$ cat config.mk
export PLATFORM = sky130hd
export DESIGN_NAME = multiplier64_seq
export DESIGN_NICKNAME = d
export VERILOG_FILES = /design/src/rtl/multiplier64_seq.sv
export SDC_FILE = /design/constraint.sdc
export NUM_CORES = 1
export LEC_CHECK = 0
export ABC_CLOCK_PERIOD_IN_PS = 5600
export CORE_MARGIN = 1
export CORE_UTILIZATION = 25
export CTS_CLUSTER_DIAMETER = 80
export CTS_CLUSTER_SIZE = 14
export DETAILED_ROUTE_END_ITERATION = 8
export DONT_BUFFER_PORTS = 1
export PLACE_DENSITY = 0.43
export SLEW_MARGIN = 25
export SYNTH_ARGS = -nofsm -noshare
export SYNTH_HDL_FRONTEND = slang
export SYNTH_SLANG_ARGS = --single-unit
$ cat constraint.sdc
create_clock -name clk -period 5.6 [get_ports clk]
set_input_delay 1.12 -clock clk [delete_from_list [all_inputs] [get_ports clk]]
set_output_delay 1.12 -clock clk [all_outputs]
set_load 0.05 [all_outputs]
$ cat src/rtl/multiplier64_seq.sv
// multiplier64_seq: multi-cycle signed radix-2 shift-add multiplier with full product and overflow flag
module multiplier64_seq #(
  parameter int WIDTH = 64
) (
  input  logic             clk,
  input  logic             rst_n,
  input  logic             start,
  input  logic [WIDTH-1:0] a,
  input  logic [WIDTH-1:0] b,
  output logic             busy,
  output logic             done,
  output logic [WIDTH-1:0] product_lo,
  output logic [WIDTH-1:0] product_hi,
  output logic             overflow
);
  localparam int CW = $clog2(WIDTH);
  typedef enum logic [1:0] {IDLE, RUN, FIX, DONE} state_t;
  state_t             state, state_next;
  logic [WIDTH-1:0]   mcand, mplier, a_mag, b_mag;
  logic [2*WIDTH-1:0] acc, result;
  logic [WIDTH:0]     sum;
  logic [CW-1:0]      count;
  logic               neg, last;
  // magnitudes, one shift-add step and the signed fix-up of the finished accumulator
  always_comb begin
    a_mag  = a[WIDTH-1] ? -a : a;
    b_mag  = b[WIDTH-1] ? -b : b;
    sum    = {1'b0, acc[2*WIDTH-1:WIDTH]} + {1'b0, (mplier[0] ? mcand : {WIDTH{1'b0}})};
    result = neg ? ~acc + 1'b1 : acc;
    last   = count == CW'(WIDTH - 1);
  end
  // state register
  always_ff @(posedge clk or negedge rst_n)
    if (!rst_n) state <= IDLE;
    else        state <= state_next;
  // next-state and handshake outputs
  always_comb begin
    state_next = state;
    busy       = 1'b0;
    done       = 1'b0;
    case (state)
      IDLE: state_next = start ? RUN : IDLE;
      RUN: begin
        busy       = 1'b1;
        state_next = last ? FIX : RUN;
      end
      FIX: begin
        busy       = 1'b1;
        state_next = DONE;
      end
      default: begin
        done       = 1'b1;
        state_next = IDLE;
      end
    endcase
  end
  // datapath: operand capture, shift-add iterations and result registration
  always_ff @(posedge clk or negedge rst_n)
    if (!rst_n) begin
      mcand      <= '0;
      mplier     <= '0;
      acc        <= '0;
      count      <= '0;
      neg        <= 1'b0;
      product_lo <= '0;
      product_hi <= '0;
      overflow   <= 1'b0;
    end else if (state == IDLE && start) begin
      mcand  <= a_mag;
      mplier <= b_mag;
      neg    <= a[WIDTH-1] ^ b[WIDTH-1];
      acc    <= '0;
      count  <= '0;
    end else if (state == RUN) begin
      acc    <= {sum, acc[WIDTH-1:1]};
      mplier <= mplier >> 1;
      count  <= count + 1'b1;
    end else if (state == FIX) begin
      product_hi <= result[2*WIDTH-1:WIDTH];
      product_lo <= result[WIDTH-1:0];
      overflow   <= result[2*WIDTH-1:WIDTH] != {WIDTH{result[WIDTH-1]}};
    end
endmodule

==> metrics, run 1 <==
synthesis-to-layout area growth 10.7%; outcome completed; DRC violations left 0; share of post-route cells with drive strength above 1 5.60%; # nets final around 3,000; Reg2Reg Setup Slack 0.91 ns; Clk pwr share 16.6%; GRT overflow 0; Mean Syn Cell Area about 9 um2; critical path type reg2reg; pwr/cell area 622 nW/um2; largest net degree at the start of global routing around 400; crit-path max FO 56; worst-case reg-to-reg path depth 15; Async SR Flop Fraction 100%; register area share after synthesis just under 40%; Setup-failing EPs final 0; Syn Inst Count between 2,000 and 3,000; H-tree levels 2; P_int about 9000 uW; final-report max-slew violation count 0; Seq pwr share between 20% and 30%; I/O pins around 260; Post-synth EDFFs 0; PostCTS Resize Cnt 0; core box area roughly 100,000 um2; CP Capture Type register; first-pass GRT wire length roughly 130,000 um; initial antenna violation count 2; maxcap violations 0; Post-CTS Repair Setup Buffers 0; Pwr Total 17,500 uW; Detailed Route WL 85,100 um; Worst EP required around 6 ns; Die ar. a little over 100,000 um2; Synth Flop Type dfrtp_1; Slew headroom 12.5%; # hold bufs at CTS 0; number of global-route vias before repair around 20,000; LEAKAGE approximately 0.013 uW; Longest Clk Path Bufs 3; CTS buffer count 42; Synth Register Bits between 300 and 400; switching pwr around 8600 uW; Worst VDD drop 0.367 mV; vias per cell 4.92; critical-path cell list buf_4 -> and2_1 -> ha_1 -> a21oi_1 -> o221ai_1 -> a31o_2 -> o311ai_0 -> buf_4 -> nor4_1 -> or4b_2 -> a21oi_1 -> o21ai_0 -> a21o_1 -> a2111oi_0 -> a211oi_1; crit path time final ~4.7 ns; Skew-Pair Late Insertion Delay 0.60 ns; Setup TNS 0 ns; Root Buffer clkbuf_16; CP max stage delay 0.64 ns; PortBufs 0; First-pass DRT Iterations 5; CTS tree built; RSZ-0062 raised after global routing false; Clock Skew about 0.038 ns; gr usage total between 10% and 20%; total number of vias between 20,000 and 25,000; WL/cell just over 20 um; Worst setup SP type register; DP HPWL around 63,000 um; Yosys cell types 73; Worst Tran Pin Value 1.31 ns; Die H 321 um; HP Class in2async; # diodes 0; Final period util a little over four fifths; Combinational Power Share a little over half; Initial Utilization between 20% and 30%; Syn Nets roughly 3,100; Clock Sink Count 394; Final ANT Viol Nets 0; CTS clock-pin slew for the worst setup and hold paths ~0.06 ns; Critical Path AT 5.13 ns; fillers about 11,000; Synth Warn # 0; hold slack 0.245 ns; Max Freq ~210 MHz; Placer Congestion 0.868; Critical R2R Launch mplier[0]; slowest cell on the critical path or4b_2; DR iter-0 viols about 1,300; Rows between 100 and 150; Final Hold Fails 0; Net Sw Frac between 40% and 50%; synthesized area between 20,000 and 30,000 um2; reg2reg end acc[119]; Die X approximately 320 um
==> synth_stat cells (7+ instances only) <==
cell / n / area share, %
nor4_1: 50 / 1.2
xnor2_1: 134 / 4.6
inv_1: 33 / 0.49
nand3_1: 53 / 1.0
nor2b_1: 7 / 0.17
nand2b_1: 26 / 0.64
buf_1: 23 / 0.34
clkbuf_1: 143 / 2.1
o21ai_0: 358 / 7.0
and2_1: 75 / 1.8
and3_1: 13 / 0.32
and4_1: 9 / 0.31
dfrtp_1: 394 / 39
or3_1: 38 / 0.93
nand4_1: 41 / 1.0
a21oi_1: 85 / 1.7
a21o_1: 36 / 1.1
or4_1: 44 / 1.3
nor3_1: 56 / 1.1
o31ai_1: 68 / 2.0
nor2_1: 212 / 3.1
xor2_1: 169 / 5.8
mux2i_1: 163 / 6.4
o41ai_1: 44 / 1.5
or2_2: 17 / 0.42
a31oi_1: 13 / 0.32
mux2_2: 23 / 1.0
nand2_1: 385 / 5.7
a211oi_1: 21 / 0.62
ha_1: 72 / 3.5
==> power groups by stage <==
stage	clock [uW]	combinational (uW)	sequential [uW]
3_5_place_dp	0	9650	5080
3_3_place_gp	0	9660	5080
5_1_grt	3160	10700	5190
6_report	2920	9580	5040
2_1_floorplan	0	6940	4420
4_1_cts	3050	9680	5020
==> area by class of cell <==
cell class | instances | area, um2 | share of cell area (%)
Inverter | 34 | 128 | 0.453
Clock buffer | 44 | 1080 | 3.83
Clock inverter | 24 | 297 | 1.05
Timing Repair Buffer | 28 | 235 | 0.834
Multi-Input combinational cell | 2313 | 14900 | 52.8
Sequential cell | 394 | 9860 | 35.0
Tap cell | 1357 | 1700 | 6.02
==> through the flow <==
stage / util, % / std cells / setup slack [ns] / instance area, um2
after global placement: 26.7 / 4126 / 0.715 / 26800
final: 28.0 / 4194 / 0.905 / 28200
after floorplan: - / 2910 / 1.15 / 25500
after detailed placement: 26.7 / 4126 / 0.645 / 26800
after CTS: 28.0 / 4194 / 0.910 / 28200
after global routing: 28.0 / 4194 / 0.490 / 28200
==> worst max path at each step <==
stage                    from    endpoint  slack (ns)  depth (start not counted)
floorplan               b[30]  mplier[57]        1.15                         11
global placement        b[22]  mplier[57]        0.72                         11
detailed placement      b[22]  mplier[57]        0.64                         11
CTS                 mplier[0]    acc[119]        0.91                         15
global route        mplier[0]    acc[119]        0.49                         15
finish              mplier[0]    acc[119]        0.91                         15
==> worst max-delay path: cells and delay by family (launching register included) <==
family	cells	cell delay, ns
DFF	1	0.44
AOI/OAI and AO/OA	9	2.23
adders and majority gates	1	0.28
buffers and inverters	2	0.65
and+or+nand+nor	3	0.91
==> cells in the final DEF (no fill, tap or decap), types with 7 or more instances in the layout <==
cell / count
or2_2: 17
xor2_1: 169
and3_1: 13
nand4_1: 41
o41ai_1: 44
ha_1: 71
o21ai_0: 358
a21o_1: 36
o31ai_1: 68
and2_1: 74
nor4_1: 49
mux2i_1: 163
nand2b_1: 26
or3_1: 38
and4_1: 9
clkbuf_16: 43
inv_1: 33
a211oi_1: 21
nand2_1: 384
xnor2_1: 134
dfrtp_1: 393
or4_1: 44
a31oi_1: 13
nor2_1: 212
nor2b_1: 7
buf_4: 26
nor3_1: 56
a21oi_1: 85
nand3_1: 52
mux2_2: 23
==> per-layer routing <==
metal,GRT usage [%],share of wire [%],up-vias
met3,3.39,5.4,103
li1,-,-,10242
met4,4.73,2.7,0
met1,23.2,49,9865
met2,24.8,43,410
met5,0,0,-
==> sequential cells by signal (all words and copies together), names as in the netlist <==
register    flops
product_hi     64
acc           128
neg             1
product_lo     64
count           6
mcand          64
mplier         64
overflow        1
state           2
==> kinds of logic after synthesis <==
group / Yosys count / synth area share (%)
fa+ha+maj: 73 / 3.61
buf+inv: 203 / 3.00
mux: 186 / 7.42
xor+xnor: 303 / 10.4
compound gates: 697 / 16.7
flops: 394 / 38.7
simple gates: 1054 / 20.2
No activity file was read; power rests on OpenSTA's default activity.
==> run 2, diff against run 1 <==
ABC_CLOCK_PERIOD_IN_PS = 4700   (was 5600)
clock period = 4.7 ns   (was 5.6 ns; I/O delays follow)
==> run 2 against run 1 <==
Total power up 23%. Maximum frequency up 6.4%. Setup slack worse by 0.62 ns. Non-clock buffer count rose by 48. Critical path type unchanged. Critical endpoint unchanged. Largest cell class unchanged.
==> metrics, run 2 (synthesis results as in run 1) <==
area of the multi-input gates 14,900 um2 (about the same); core box area 101,000 um2 (unchanged); first-pass GRT wire length 134,000 um (was 132,000 um); Skew-Pair Late Insertion Delay 0.60 ns (about the same); number of global-route vias before repair 20,341 (was 20,428); Max Freq 227 MHz (was 213 MHz); crit-path max FO 20 (was 56); Root Buffer clkbuf_16 (unchanged); CTS buffer count 43 (was 42); Die ar. 103,000 um2 (unchanged); vias per cell 4.94 (was 4.92); Worst setup SP type register (unchanged); initial antenna violation count 5 (was 2); Seq pwr share 27.3% (was 28.7%); LEAKAGE 0.0129 uW (was 0.0127 uW); DR iter-0 viols 1,416 (was 1,266); GRT overflow 0 (unchanged); fillers 10,746 (was 10,745); DP HPWL 65,600 um (was 63,400 um); Rows 116 (unchanged); # nets final 3,066 (was 3,017); max reg flops 128 (unchanged); synthesis-to-layout area growth 12.1% (was 10.7%); Worst Tran Pin Value 0.941 ns (was 1.31 ns); outcome completed (unchanged); # diodes 0 (unchanged); Final period util 93.9% (was 83.8%); Die H 321 um (unchanged); First-pass DRT Iterations 5 (unchanged); Detailed Route WL 87,600 um (was 85,100 um); P_int 10,900 uW (was 8950 uW); Clk pwr share 15.9% (was 16.6%); share of post-route cells with drive strength above 1 7.21% (was 5.60%); pwr/cell area 753 nW/um2 (was 622 nW/um2); Worst EP required 5.15 ns (was 6.04 ns); Net Sw Frac 49.2% (was 49.0%); Final ANT Viol Nets 0 (unchanged); switching pwr 10,600 uW (was 8590 uW); CTS tree built (unchanged); Combinational Power Share 56.7% (was 54.6%); commonest non-fill, non-tap cell in the layout dfrtp_1 (unchanged); CP Capture Type register (unchanged); Clock Sink Count 394 (unchanged); DRC violations left 0 (unchanged); HP Class in2async (unchanged); Initial Utilization 25.3% (unchanged); WL/cell 20.7 um (was 20.3 um); final-report max-slew violation count 0 (unchanged); Post-CTS Repair Setup Buffers 0 (unchanged); dpl ws 0.0830 ns (was 0.645 ns); most frequent cells in the layout dfrtp_1, nand2_1, o21ai_0 (unchanged); Placer Congestion 0.867 (was 0.868); largest net degree at the start of global routing 395 (unchanged); I/O pins 262 (unchanged); FF+latch area 9860 um2 (about the same); Clock Skew 0.0179 ns (was 0.0375 ns); H-tree levels 2 (unchanged); Top reg by flops acc (unchanged); Critical Path AT 4.86 ns (was 5.13 ns); PortBufs 0 (unchanged); critical path type reg2reg (unchanged); Final Util 28.4% (was 28.0%); setup ws final 0.287 ns (was 0.905 ns); Final Hold Fails 0 (unchanged); crit path time final 4.41 ns (was 4.69 ns); Slew headroom 37.3% (was 12.5%); gr usage total 16.7% (was 16.4%); Worst VDD drop 0.567 mV (was 0.367 mV); Setup-failing EPs final 0 (unchanged); Longest Clk Path Bufs 3 (unchanged); Pwr Total 21,500 uW (was 17,500 uW); total number of vias 20,935 (was 20,620); maxcap violations 0 (unchanged); Die X 321 um (unchanged); CTS clock-pin slew for the worst setup and hold paths 0.07 ns (was 0.06 ns)
-- run 2: metal layers --
metal  track usage, %  part of all wire [%]
met1             23.8                    48
met2             25.2                    44
met3             3.23                   5.3
met4             5.25                   3.0
met5                0                     0
-- run 2: what timing repair did --
item                                    4_1_cts  5_1_grt
endpoints found under the setup margin        0        5
resized for setup                             0        5
hold buffers                                  0        0
-- run 2: cell type report --
type / instances / share of cell area [%]
Clock inverter: 18 / 0.583
Inverter: 34 / 0.447
Multi-Input combinational cell: 2313 / 52.2
Sequential cell: 394 / 34.5
Clock buffer: 50 / 4.11
Tap cell: 1357 / 5.94
Timing Repair Buffer: 76 / 2.19
-- run 2: critical path: stages, from the launching register on --
cell,delay (ns)
dfrtp_2,0.52
and2_1,0.20
ha_1,0.35
a21oi_1,0.27
o221ai_1,0.16
a31o_2,0.29
o311ai_0,0.35
buf_4,0.21
nor4_1,0.06
or4b_2,0.63
a21oi_1,0.25
o21ai_0,0.18
a21o_1,0.26
a2111oi_1,0.45
a211oi_1,0.09
-- run 2: power groups by stage --
stage / registers, uW / logic (uW) / clock network [uW]
detailed placement: 5930 / 12300 / 0
floorplan: 5270 / 8270 / 0
finish: 5880 / 12200 / 3430
CTS: 5860 / 12300 / 3580
global route: 6050 / 13500 / 3700
global placement: 5940 / 12300 / 0
-- run 2: path summary, 6_finish.rpt --
| kind | slack (ns) | cells past startpoint | endpoint | start |
|---|---|---|---|---|
| worst max-delay path | 0.29 | 14 | acc[119] | mplier[0] |
| worst min-delay path | 0.06 | 0 | product_hi[55] | rst_n |
| worst max register to register | 0.29 | 14 | acc[119] | mplier[0] |
| worst min register to register | 0.47 | 2 | mcand[6] | mcand[6] |
| max in group asynchronous | 3.87 | 0 | mplier[38] | rst_n |
| min in group clk | 0.47 | 2 | mcand[6] | mcand[6] |
-- run 2: through the flow --
step	instance area, um2	hold slack (ns)	TNS (ns)	instances
floorplan	25500	0.442	0	2910
global placement	27200	0.457	0	4173
detailed placement	27200	0.469	0	4173
CTS	28500	0.0159	0	4241
global route	28600	0.0283	-0.0424	4242
finish	28600	0.0603	0	4242
